**config.mk**
```make
export PLATFORM = sky130hd
export DESIGN_NAME = wb_cmd_master
export DESIGN_NICKNAME = d
export VERILOG_FILES = /design/src/rtl/wb_cmd_master_pkg.sv /design/src/rtl/wb_cmd_master.sv
export SDC_FILE = /design/constraint.sdc
export NUM_CORES = 1
export LEC_CHECK = 0
export ABC_AREA = 1
export ABC_CLOCK_PERIOD_IN_PS = 1300
export CAP_MARGIN = 10
export CORE_MARGIN = 5
export CORE_UTILIZATION = 37
export DETAILED_ROUTE_END_ITERATION = 10
export GPL_ROUTABILITY_DRIVEN = 0
export HOLD_SLACK_MARGIN = 0.08
export PLACE_DENSITY = 0.76
export SLEW_MARGIN = 20
export SYNTH_ARGS = -nofsm -noshare
export SYNTH_HDL_FRONTEND = slang
export SYNTH_SLANG_ARGS = --single-unit
```
**constraint.sdc**
```tcl
create_clock -name wb_clk_i -period 1.3 [get_ports wb_clk_i]
set_input_delay 0.26 -clock wb_clk_i [delete_from_list [all_inputs] [get_ports wb_clk_i]]
set_output_delay 0.26 -clock wb_clk_i [all_outputs]
set_load 0.03 [all_outputs]
```
**src/rtl/wb_cmd_master_pkg.sv**
```systemverilog
// Shared types and Wishbone bus widths for the command-driven Wishbone initiator.
package wb_cmd_master_pkg;

    localparam int ADR_W = 32;
    localparam int DAT_W = 32;
    localparam int SEL_W = 4;

    typedef enum logic [1:0] {
        IDLE = 2'd0,
        BUS  = 2'd1,
        RESP = 2'd2
    } state_t;

endpackage

```
**src/rtl/wb_cmd_master.sv**
```systemverilog
// Wishbone classic initiator: one valid/ready command becomes one single-beat bus cycle.
// Latency: bus signals 1 cycle after accept, response 1 cycle after ack (or TIMEOUT cycles with no ack).
// Backpressure: one transaction in flight; cmd_ready stays low until the response has been taken.
module wb_cmd_master
    import wb_cmd_master_pkg::*;
#(
    parameter int unsigned        TIMEOUT  = 255,
    parameter logic [DAT_W-1:0]   ERR_DATA = 32'hDEAD_BEEF
) (
    input  logic              wb_clk_i,
    input  logic              wb_rst_i,

    input  logic              cmd_valid,
    output logic              cmd_ready,
    input  logic              cmd_we,
    input  logic [ADR_W-1:0]  cmd_adr,
    input  logic [DAT_W-1:0]  cmd_dat,
    input  logic [SEL_W-1:0]  cmd_sel,

    output logic              rsp_valid,
    input  logic              rsp_ready,
    output logic [DAT_W-1:0]  rsp_dat,
    output logic              rsp_err,

    output logic              wbm_cyc_o,
    output logic              wbm_stb_o,
    output logic              wbm_we_o,
    output logic [SEL_W-1:0]  wbm_sel_o,
    output logic [ADR_W-1:0]  wbm_adr_o,
    output logic [DAT_W-1:0]  wbm_dat_o,
    input  logic [DAT_W-1:0]  wbm_dat_i,
    input  logic              wbm_ack_i,

    output logic              busy
);

    localparam int              CNT_W   = (TIMEOUT == 0) ? 1 : $clog2(TIMEOUT + 1);
    localparam bit              TO_EN   = (TIMEOUT != 0);
    localparam logic [CNT_W-1:0] TO_LAST = CNT_W'((TIMEOUT == 0) ? 0 : TIMEOUT - 1);

    state_t             state;
    state_t             state_nxt;
    logic [CNT_W-1:0]   cnt;
    logic [CNT_W-1:0]   cnt_nxt;
    logic               timeout_hit;

    logic               cyc_q,    cyc_nxt;
    logic               we_q,     we_nxt;
    logic [SEL_W-1:0]   sel_q,    sel_nxt;
    logic [ADR_W-1:0]   adr_q,    adr_nxt;
    logic [DAT_W-1:0]   dat_o_q,  dat_o_nxt;
    logic               rvld_q,   rvld_nxt;
    logic [DAT_W-1:0]   rdat_q,   rdat_nxt;
    logic               rerr_q,   rerr_nxt;
    logic               busy_q,   busy_nxt;

    assign timeout_hit = TO_EN && (cnt == TO_LAST);
    assign cmd_ready   = (state == IDLE);

    always_ff @(posedge wb_clk_i) begin
        if (wb_rst_i) begin
            state <= IDLE;
        end else begin
            state <= state_nxt;
        end
    end

    always_comb begin
        state_nxt = state;
        case (state)
            IDLE:    if (cmd_valid)                   state_nxt = BUS;
            BUS:     if (wbm_ack_i || timeout_hit)    state_nxt = RESP;
            RESP:    if (rsp_ready)                   state_nxt = IDLE;
            default:                                  state_nxt = IDLE;
        endcase
    end

    always_comb begin
        cyc_nxt   = cyc_q;
        we_nxt    = we_q;
        sel_nxt   = sel_q;
        adr_nxt   = adr_q;
        dat_o_nxt = dat_o_q;
        rvld_nxt  = rvld_q;
        rdat_nxt  = rdat_q;
        rerr_nxt  = rerr_q;
        cnt_nxt   = cnt;
        busy_nxt  = (state_nxt != IDLE);
        case (state)
            IDLE: begin
                if (cmd_valid) begin
                    cyc_nxt   = 1'b1;
                    we_nxt    = cmd_we;
                    sel_nxt   = cmd_sel;
                    adr_nxt   = cmd_adr;
                    dat_o_nxt = cmd_dat;
                end
            end
            BUS: begin
                // Ack takes priority over a timeout landing on the same edge.
                if (wbm_ack_i) begin
                    cyc_nxt  = 1'b0;
                    rvld_nxt = 1'b1;
                    rdat_nxt = we_q ? '0 : wbm_dat_i;
                    rerr_nxt = 1'b0;
                end else begin
                    if (cnt != {CNT_W{1'b1}}) begin
                        cnt_nxt = cnt + 1'b1;
                    end
                    if (timeout_hit) begin
                        cyc_nxt  = 1'b0;
                        rvld_nxt = 1'b1;
                        rdat_nxt = ERR_DATA;
                        rerr_nxt = 1'b1;
                    end
                end
            end
            RESP: begin
                if (rsp_ready) begin
                    rvld_nxt = 1'b0;
                    cnt_nxt  = '0;
                end
            end
            default: begin
                cyc_nxt  = 1'b0;
                rvld_nxt = 1'b0;
            end
        endcase
    end

    always_ff @(posedge wb_clk_i) begin
        if (wb_rst_i) begin
            cyc_q   <= 1'b0;
            we_q    <= 1'b0;
            sel_q   <= '0;
            adr_q   <= '0;
            dat_o_q <= '0;
            rvld_q  <= 1'b0;
            rdat_q  <= '0;
            rerr_q  <= 1'b0;
            cnt     <= '0;
            busy_q  <= 1'b0;
        end else begin
            cyc_q   <= cyc_nxt;
            we_q    <= we_nxt;
            sel_q   <= sel_nxt;
            adr_q   <= adr_nxt;
            dat_o_q <= dat_o_nxt;
            rvld_q  <= rvld_nxt;
            rdat_q  <= rdat_nxt;
            rerr_q  <= rerr_nxt;
            cnt     <= cnt_nxt;
            busy_q  <= busy_nxt;
        end
    end

    assign wbm_cyc_o = cyc_q;
    assign wbm_stb_o = cyc_q;
    assign wbm_we_o  = we_q;
    assign wbm_sel_o = sel_q;
    assign wbm_adr_o = adr_q;
    assign wbm_dat_o = dat_o_q;
    assign rsp_valid = rvld_q;
    assign rsp_dat   = rdat_q;
    assign rsp_err   = rerr_q;
    assign busy      = busy_q;

endmodule

```
==> metrics, run 1 <==
clock root buffer clkbuf_16; DIE AREA 14500 µm²; Synth cell types 25; worst r2r path cells 9; Required @ worst endpoint 1.59 ns; core footprint 12000 µm²; post-place setup slack -0.175 ns; Synth Area in Compound Gates 15.7%; Internal Power 8.17 mW; #FFs+latches synth 115; Ports 213; startpoint types register; Synth area leaders dfxtp_1 (51%), nor2_1 (15%), o21ai_0 (11%), inv_1 (5.6%), a21oi_1 (3.9%); Flop pwr share 35.4%; Worst setup EP type register; Ys Warns 0; Max Fclk 728 MHz; n_diodes 0; Hold Path Depth 3; drc violations 0; grt total ovfl 0; multi-input logic area 2020 µm²; router iterations before antenna repair 4; final setup fails 33; first-pass GRT wire length 23300 µm; routed via count 4829; PortBufs 212; worst skew pair latency 0.41 ns; violated checks setup timing; H-tree depth 4; Clock Skew 0.00750 ns; FILL cells 995; vias in the first global route 4583; R2R Path End rsp_dat[8]$_SDFFE_PP0P_; Slew Limit Fails 0; min Tclk post-route 1.37 ns; share of layout cells above drive strength 1 31.5%; via-per-instance ratio 4.71; hold path startpoint wbm_dat_i[4]; clock slew at reported path FFs 0.05 ns; largest net degree at the start of global routing 53; Worst Setup SP cnt[5]$_SDFFE_PP0P_; Worst-Margin Slew 0.311 ns; synthesized instance count 612; reg-to-reg slack, setup -0.07 ns; Die X 120 µm; Post-Syn Nets 720; Synth Cell Area 4500 µm²; clock buffer depth 2; post-DR wirelength/cell 14.8 µm; clk sinks 115; initial antenna violation count 0; RSZ-0062 raised after global routing true; Initial Utilization 37.6%; period utilisation layout 106%; worst endpoint data arrival time 1.67 ns; CP max FO 6; status finished with violations; final net count 975; sequential element share of the synthesized area 51.2%; DRT Wirelength 15200 µm; Hold Vio Cnt, Final 0; WS Path Type reg -> reg; syn_area_per_cell 7.35 µm²; Logic pwr share 22.4%; post-synthesis mux area share 0%; P_sw 3.10 mW; total CTS buffers 17; post-DP HPWL 10000 µm; Final Worst Setup Slack -0.0732 ns; P_leak 3.59 nW; CTS tree done; main combinational cell family by area after synthesis simple AND/OR/NAND/NOR gates; highest metal used met4; Die Y 120 µm; DRT antenna net count 0; DRT met1 WL 5960 µm; max cap viols 0; WHS Endpoint rsp_dat[4]$_SDFFE_PP0P_; # rows 40; Area growth, synth to finish 80.1%; Rel. slew slack 79.2%; cell taking the most area after synthesis dfxtp_1; post-synthesis xor/xnor area fraction 0.195%; met3 routed wirelength 1230 µm; switching part of the total power 27.5%; total track usage 20.5%; WL met2 7490 µm; Final Power 11.3 mW; adder-cell share of the synthesized area 0.556%; Iteration-0 DRC Markers 311; Clk pwr share 42.2%; share of the synthesized area in the top cell type 51.2%; Synth Area in Simple Gates 22.6%; reg2reg start cnt[5]$_SDFFE_PP0P_; PD cells 1390 nW/µm²; FF/Latch Area 2310 µm²; IR drop worst, VDD 0.780 mV; Hold Path Class in -> reg
flip-flops by register name, indices dropped and copies added, names as in the netlist, 2 cells and up:
register and count:
cnt 8, wbm_sel_o 4, rsp_dat 32, state 2, wbm_adr_o 32, wbm_dat_o 32
layout make-up:
| cell class | instances | area share (%) |
|---|---|---|
| Multi-Input combinational cell | 389 | 24.9 |
| Sequential cell | 115 | 28.6 |
| Tap cell | 147 | 2.27 |
| Inverter | 72 | 3.49 |
| Timing Repair Buffer | 272 | 33.2 |
| Clock buffer | 21 | 5.93 |
| Clock inverter | 10 | 1.61 |
repair_timing:
action / in CTS / in global routing
pin swaps: 11 / 13
buffers inserted: 12 / 5
endpoints found under the setup margin: 100 / 118
gates resized for setup: 330 / 75
cloned: 4 / 2
hold buffers: 0 / 0
critical path, cell delays in order, from the launching register on:
cell and delay (ns):
dfxtp_1 0.34, nand2_1 0.11, nor2_4 0.17, nand2_2 0.10, nand2_4 0.08, nand2_4 0.07
buf_6 0.14, buf_12 0.14, nand2_4 0.06, a21oi_2 0.05
placed cells by master (no fill, tap or decap):
| cell type | count |
|---|---|
| nor2_1 | 176 |
| dfxtp_1 | 110 |
| clkdlybuf4s50_1 | 105 |
| o21ai_0 | 69 |
| buf_4 | 67 |
| inv_1 | 62 |
| buf_2 | 55 |
| buf_12 | 31 |
| a21oi_2 | 30 |
| nand2_1 | 28 |
| o21ai_1 | 27 |
| clkbuf_16 | 19 |
| nand2_2 | 12 |
| nand3_1 | 11 |
| inv_2 | 9 |
| buf_6 | 9 |
| nand2_4 | 7 |
| a21oi_1 | 7 |
| nor2_4 | 6 |
| clkinv_2 | 5 |
| nand4_1 | 4 |
| clkbuf_8 | 4 |
| a21oi_4 | 3 |
| bufinv_16 | 3 |
| dfxtp_2 | 3 |
| nor3_1 | 2 |
| ha_4 | 2 |
| clkinvlp_4 | 2 |
| buf_16 | 2 |
| dfxtp_4 | 2 |
| nand2_8 | 1 |
| clkinv_8 | 1 |
| o21ai_2 | 1 |
| nor2_8 | 1 |
| xnor2_1 | 1 |
| nor2_2 | 1 |
| bufbuf_16 | 1 |
how the worst max path moves through the flow:
stage / slack, ns / end / depth (start not counted)
global route: -0.15 / rsp_dat[17]$_SDFFE_PP0P_ / 11
finish: -0.07 / rsp_dat[8]$_SDFFE_PP0P_ / 9
global placement: -0.14 / rsp_dat[15]$_SDFFE_PP0P_ / 5
CTS: -0.10 / rsp_dat[29]$_SDFFE_PP0P_ / 10
floorplan: -0.007 / cnt[1]$_SDFFE_PP0P_ / 10
detailed placement: -0.17 / rsp_dat[17]$_SDFFE_PP0P_ / 6
metal layers:
layer	track usage, %	up-vias
met5	0	-
met4	9.70	0
met3	6.83	33
met2	34.4	173
met1	23.4	2189
li1	-	2434
power groups by stage:
stage               sequential, mW  clock (mW)  combinational [mW]
finish                        3.98        4.75                2.53
global route                  4.02        4.99                2.71
CTS                           3.98        4.82                2.43
detailed placement            4.05           0                2.35
global placement              4.04           0                2.33
floorplan                     4.53           0               0.644
stage by stage:
stage	utilization (%)	hold slack, ns	instances	TNS [ns]	instance area, µm²
2_1_floorplan	-	0.407	612	-0.0142	4520
3_3_place_gp	59.8	0.433	973	-11.33	7150
3_5_place_dp	59.8	0.438	973	-13.16	7150
4_1_cts	66.2	0.398	1020	-2.69	7910
5_1_grt	67.7	0.424	1026	-4.00	8100
6_report	67.7	0.414	1026	-0.954	8100
synth_stat cells:
library cell  number
inv_2              5
a21oi_1           35
nand3_1           11
nor2_1           180
nor3_1             2
a21oi_2            5
ha_1               2
dfxtp_1          115
nand2_4            2
buf_4              2
inv_1             67
clkbuf_2           2
nand2_2            3
o21ai_0           96
nor2_4             2
nand4_1            4
o21ai_1            1
buf_1              1
buf_6              1
nor2_8             1
clkbuf_1          17
nand2_1           43
xnor2_1            1
buf_2             13
nor2_2             1
logic make-up (layout without fill, tap and decap cells):
group,count (synthesis),after routing
AO/OA/AOI/OAI,137,137
XOR/XNOR,1,1
adder cells (fa/ha/maj),2,2
buffers and inverters,108,375
flip-flops,115,115
AND/OR/NAND/NOR,249,249
(Power assumes the default switching activity.)
==> run 2: changes to the inputs <==
- CORE_UTILIZATION: 37 -> 56
- DONT_BUFFER_PORTS: default -> 1
- PLACE_DENSITY: 0.76 -> 0.74
==> run 2 against run 1 <==
The run now fails in 5_1_grt. Synthesized cell count is the same. Area after synthesis stayed put.
==> metrics, run 2 <==
Die X 99.6 µm; Initial Utilization 57.9%; status stopped before the end; PortBufs 0; Post-synth ARST share 0%; syn_area_per_cell 7.35 µm²; post-synthesis mux area share 0%; H-tree depth 4; sequential element share of the synthesized area 51.2%; Die Y 99.6 µm; Synth Cell Area 4500 µm²; tool error [ERROR DPL-0038] Utilization greater than 100%, impossible to legalize; share of the synthesized area in the top cell type 51.2%; Cells after DPL 713; worst_ep kind top-level output; # rows 32; post-synthesis xor/xnor area fraction 0.195%; clock root buffer clkbuf_8; clock buffer depth 2; Synth Area in Simple Gates 22.6%; Synth Area in Compound Gates 15.7%; largest net degree at the start of global routing 45; #FFs+latches synth 115; cell taking the most area after synthesis dfxtp_1; main combinational cell family by area after synthesis simple AND/OR/NAND/NOR gates; synthesized instance count 612; failing step 5_1_grt; adder-cell share of the synthesized area 0.556%; Ys Warns 0; synth cell count leaders nor2_1 (180), dfxtp_1 (115), o21ai_0 (96), inv_1 (67), nand2_1 (43); most frequent cell after synthesis nor2_1; clk sinks 115; post-DP HPWL 8470 µm; Synth cell types 25; Post-Syn Nets 720; Top FF cell, synth dfxtp_1; GR repair worst EP cmd_ready; Post-synth EDFFs 0; Ports 213; total CTS buffers 17; Synth area leaders dfxtp_1 (51%), nor2_1 (15%), o21ai_0 (11%), inv_1 (5.6%), a21oi_1 (3.9%)
## run 2: repair_timing
| item | 4_1_cts |
|---|---|
| buffers inserted | 25 |
| gates cloned | 13 |
| hold buffers | 97 |
| setup endpoints to repair | 105 |
| gates resized for setup | 122 |
| pin swaps | 20 |
| hold endpoints to repair | 102 |
## run 2: logic make-up after synthesis
group,after synthesis
xor gates and xnor gates,1
AOI/OAI and AO/OA,137
DFF,115
and+or+nand+nor,249
buffers and inverters,108
adders and majority gates,2
## run 2: through the flow
| stage | cell area [µm²] | utilization (%) | hold WS [ns] | worst slack, ns |
|---|---|---|---|---|
| after global placement | 4820 | 62.0 | 0.330 | -0.0351 |
| after CTS | 7270 | 93.6 | 0.0813 | -0.168 |
| after floorplan | 4520 | - | 0.407 | -0.00673 |
| after detailed placement | 4820 | 62.0 | 0.326 | -0.145 |
==> run 3: changes to the inputs <==
- ABC_CLOCK_PERIOD_IN_PS: 1300 -> 1700
- CORE_UTILIZATION: 56 -> 40
- HOLD_SLACK_MARGIN: 0.08 -> default
- PLACE_DENSITY: 0.74 -> default
- PLACE_DENSITY_LB_ADDON: default -> 0.15
- clock period: 1.3 -> 1.7 ns (I/O delays scaled with it)
==> run 3 against run 2 <==
The run now ends clean.
==> metrics, run 3 (synthesized netlist as in run 1, its figures left out) <==
Logic pwr share 8.0%; clock slew at reported path FFs 0.05 ns; grt total ovfl 0; share of layout cells above drive strength 1 10.6%; Final Core Density 48.1%; total track usage 17.1%; critical path cell sequence inv_2 > nor2_8 > nand2_4 > buf_4 > nor2_4 > nand2_1 > a21oi_1; Iteration-0 DRC Markers 265; clock root buffer clkbuf_16; Initial Utilization 41.1%; P_sw 2.10 mW; IR drop worst, VDD 1.11 mV; setup TNS 0 ns; first-pass GRT wire length 17600 µm; post-DP HPWL 8490 µm; Rel. slew slack 59.9%; Die X 116 µm; CTS tree done; DIE AREA 13500 µm²; Worst setup EP type register; Required @ worst endpoint 2.02 ns; via-per-instance ratio 4.88; DP Area 4640 µm²; biggest cell delay along the critical path 0.44 ns; max cap viols 0; worst r2r path cells 7; initial antenna violation count 0; reg-to-reg slack, setup 0.20 ns; worst endpoint data arrival time 1.82 ns; period utilisation layout 88.1%; Final Power 7.66 mW; commonest non-fill, non-tap cell in the layout nor2_1; Clk pwr share 47.0%; Ports 213; drc violations 0; router iterations before antenna repair 4; clk sinks 115; Worst Path Buf+Inv 2; post-DR wirelength/cell 15.3 µm; Max Fclk 668 MHz; largest net degree at the start of global routing 50; DRT Wirelength 11700 µm; slowest CP cell dfxtp_1; most frequent cells in the layout nor2_1 (180), dfxtp_1 (113), o21ai_0 (96); PortBufs 0; Hold Path Depth 2; WS Path Type reg -> reg; final instance area 5260 µm²; routed via count 3707; Hold Vio Cnt, Final 0; CP max FO 18; Clock Skew 0.00631 ns; DRT antenna net count 0; min Tclk post-route 1.50 ns; final setup fails 0; status completed; R2R Path End rsp_dat[20]$_SDFFE_PP0P_; worst skew pair latency 0.40 ns; n_diodes 0; startpoint types register; Internal Power 5.56 mW; PD cells 1460 nW/µm²; fin cells 760; Slew Limit Fails 0; Final Worst Setup Slack 0.203 ns; Flop pwr share 45.0%; final net count 717; Cells after DPL 729; Hold Path Class in -> reg; vias in the first global route 3481; # rows 38; Worst-Margin Slew 0.599 ns; clock buffer depth 2; RSZ-0062 raised after global routing false; Crit path max-delay family simple AND/OR/NAND/NOR gates; reg2reg start state[0]$_SDFF_PP0_; core footprint 10900 µm²; H-tree depth 4; WHS 0.0867 ns; post-place setup slack 0.188 ns; WHS Endpoint rsp_dat[8]$_SDFFE_PP0P_; switching part of the total power 27.5%; hold path startpoint wbm_dat_i[8]; total CTS buffers 17; P_leak 2.20 nW; Die Y 116 µm; Area growth, synth to finish 17.0%
## run 3: worst register-to-register path: stages, from the launching register on
cell and delay, ns:
dfxtp_1 0.44, inv_2 0.10, nor2_8 0.14, nand2_4 0.11, buf_4 0.22, nor2_4 0.18
nand2_1 0.08, a21oi_1 0.15
## run 3: final cells by class
class / instances / area [µm²]
inverters: 72 / 270
clock inverters: 9 / 129
fillers: 1127 / 5670
repair buffers: 14 / 145
multi-input cells: 389 / 1760
well taps: 140 / 175
clock buffers: 21 / 480
flip-flops and latches: 115 / 2300
## run 3: routing by layer
metal | wire [µm] | share of wire [%] | vias to the layer above | track usage (%)
met5 | 0 | 0 | - | 0
met4 | 212 | 1.8 | 0 | 7.58
met3 | 1650 | 14 | 17 | 10.5
met2 | 5300 | 45 | 172 | 26.6
met1 | 4500 | 39 | 1612 | 18.5
li1 | - | - | 1906 | -
## run 3: worst max path at each step
stage                                   start                          to  slack [ns]  cells past startpoint
after global placement    cnt[0]$_SDFFE_PP0P_         cnt[1]$_SDFFE_PP0P_        0.24                     10
after global routing      cnt[0]$_SDFFE_PP0P_         cnt[1]$_SDFFE_PP0P_        0.07                     10
after floorplan           state[1]$_SDFF_PP0_  wbm_adr_o[13]$_SDFFE_PP0P_        0.14                      6
after detailed placement  cnt[0]$_SDFFE_PP0P_         cnt[1]$_SDFFE_PP0P_        0.19                     10
final                     state[0]$_SDFF_PP0_    rsp_dat[20]$_SDFFE_PP0P_        0.20                      7
after CTS                 cnt[0]$_SDFFE_PP0P_    rsp_dat[20]$_SDFFE_PP0P_        0.18                     10
## run 3: power groups by stage
| stage | logic (mW) | registers, mW | clock network [mW] |
|---|---|---|---|
| 3_5_place_dp | 0.614 | 3.51 | 0 |
| 4_1_cts | 0.622 | 3.45 | 3.70 |
| 5_1_grt | 0.718 | 3.47 | 3.85 |
| 2_1_floorplan | 0.486 | 3.46 | 0 |
| 6_report | 0.616 | 3.45 | 3.60 |
| 3_3_place_gp | 0.597 | 3.50 | 0 |
## run 3: what timing repair did
| action | in CTS | in global routing |
|---|---|---|
| endpoints found under the hold margin | 15 | 0 |
| setup endpoints to repair | 0 | 2 |
| hold buffers | 1 | 0 |
| buffers inserted | 0 | 0 |
| gates resized for setup | 0 | 3 |
==> run 4: changes to the inputs <==
- TNS_END_PERCENT: default -> 20
==> results of run 4 <==
No change in the layout: final DEF, timing and power equal those of run 3.
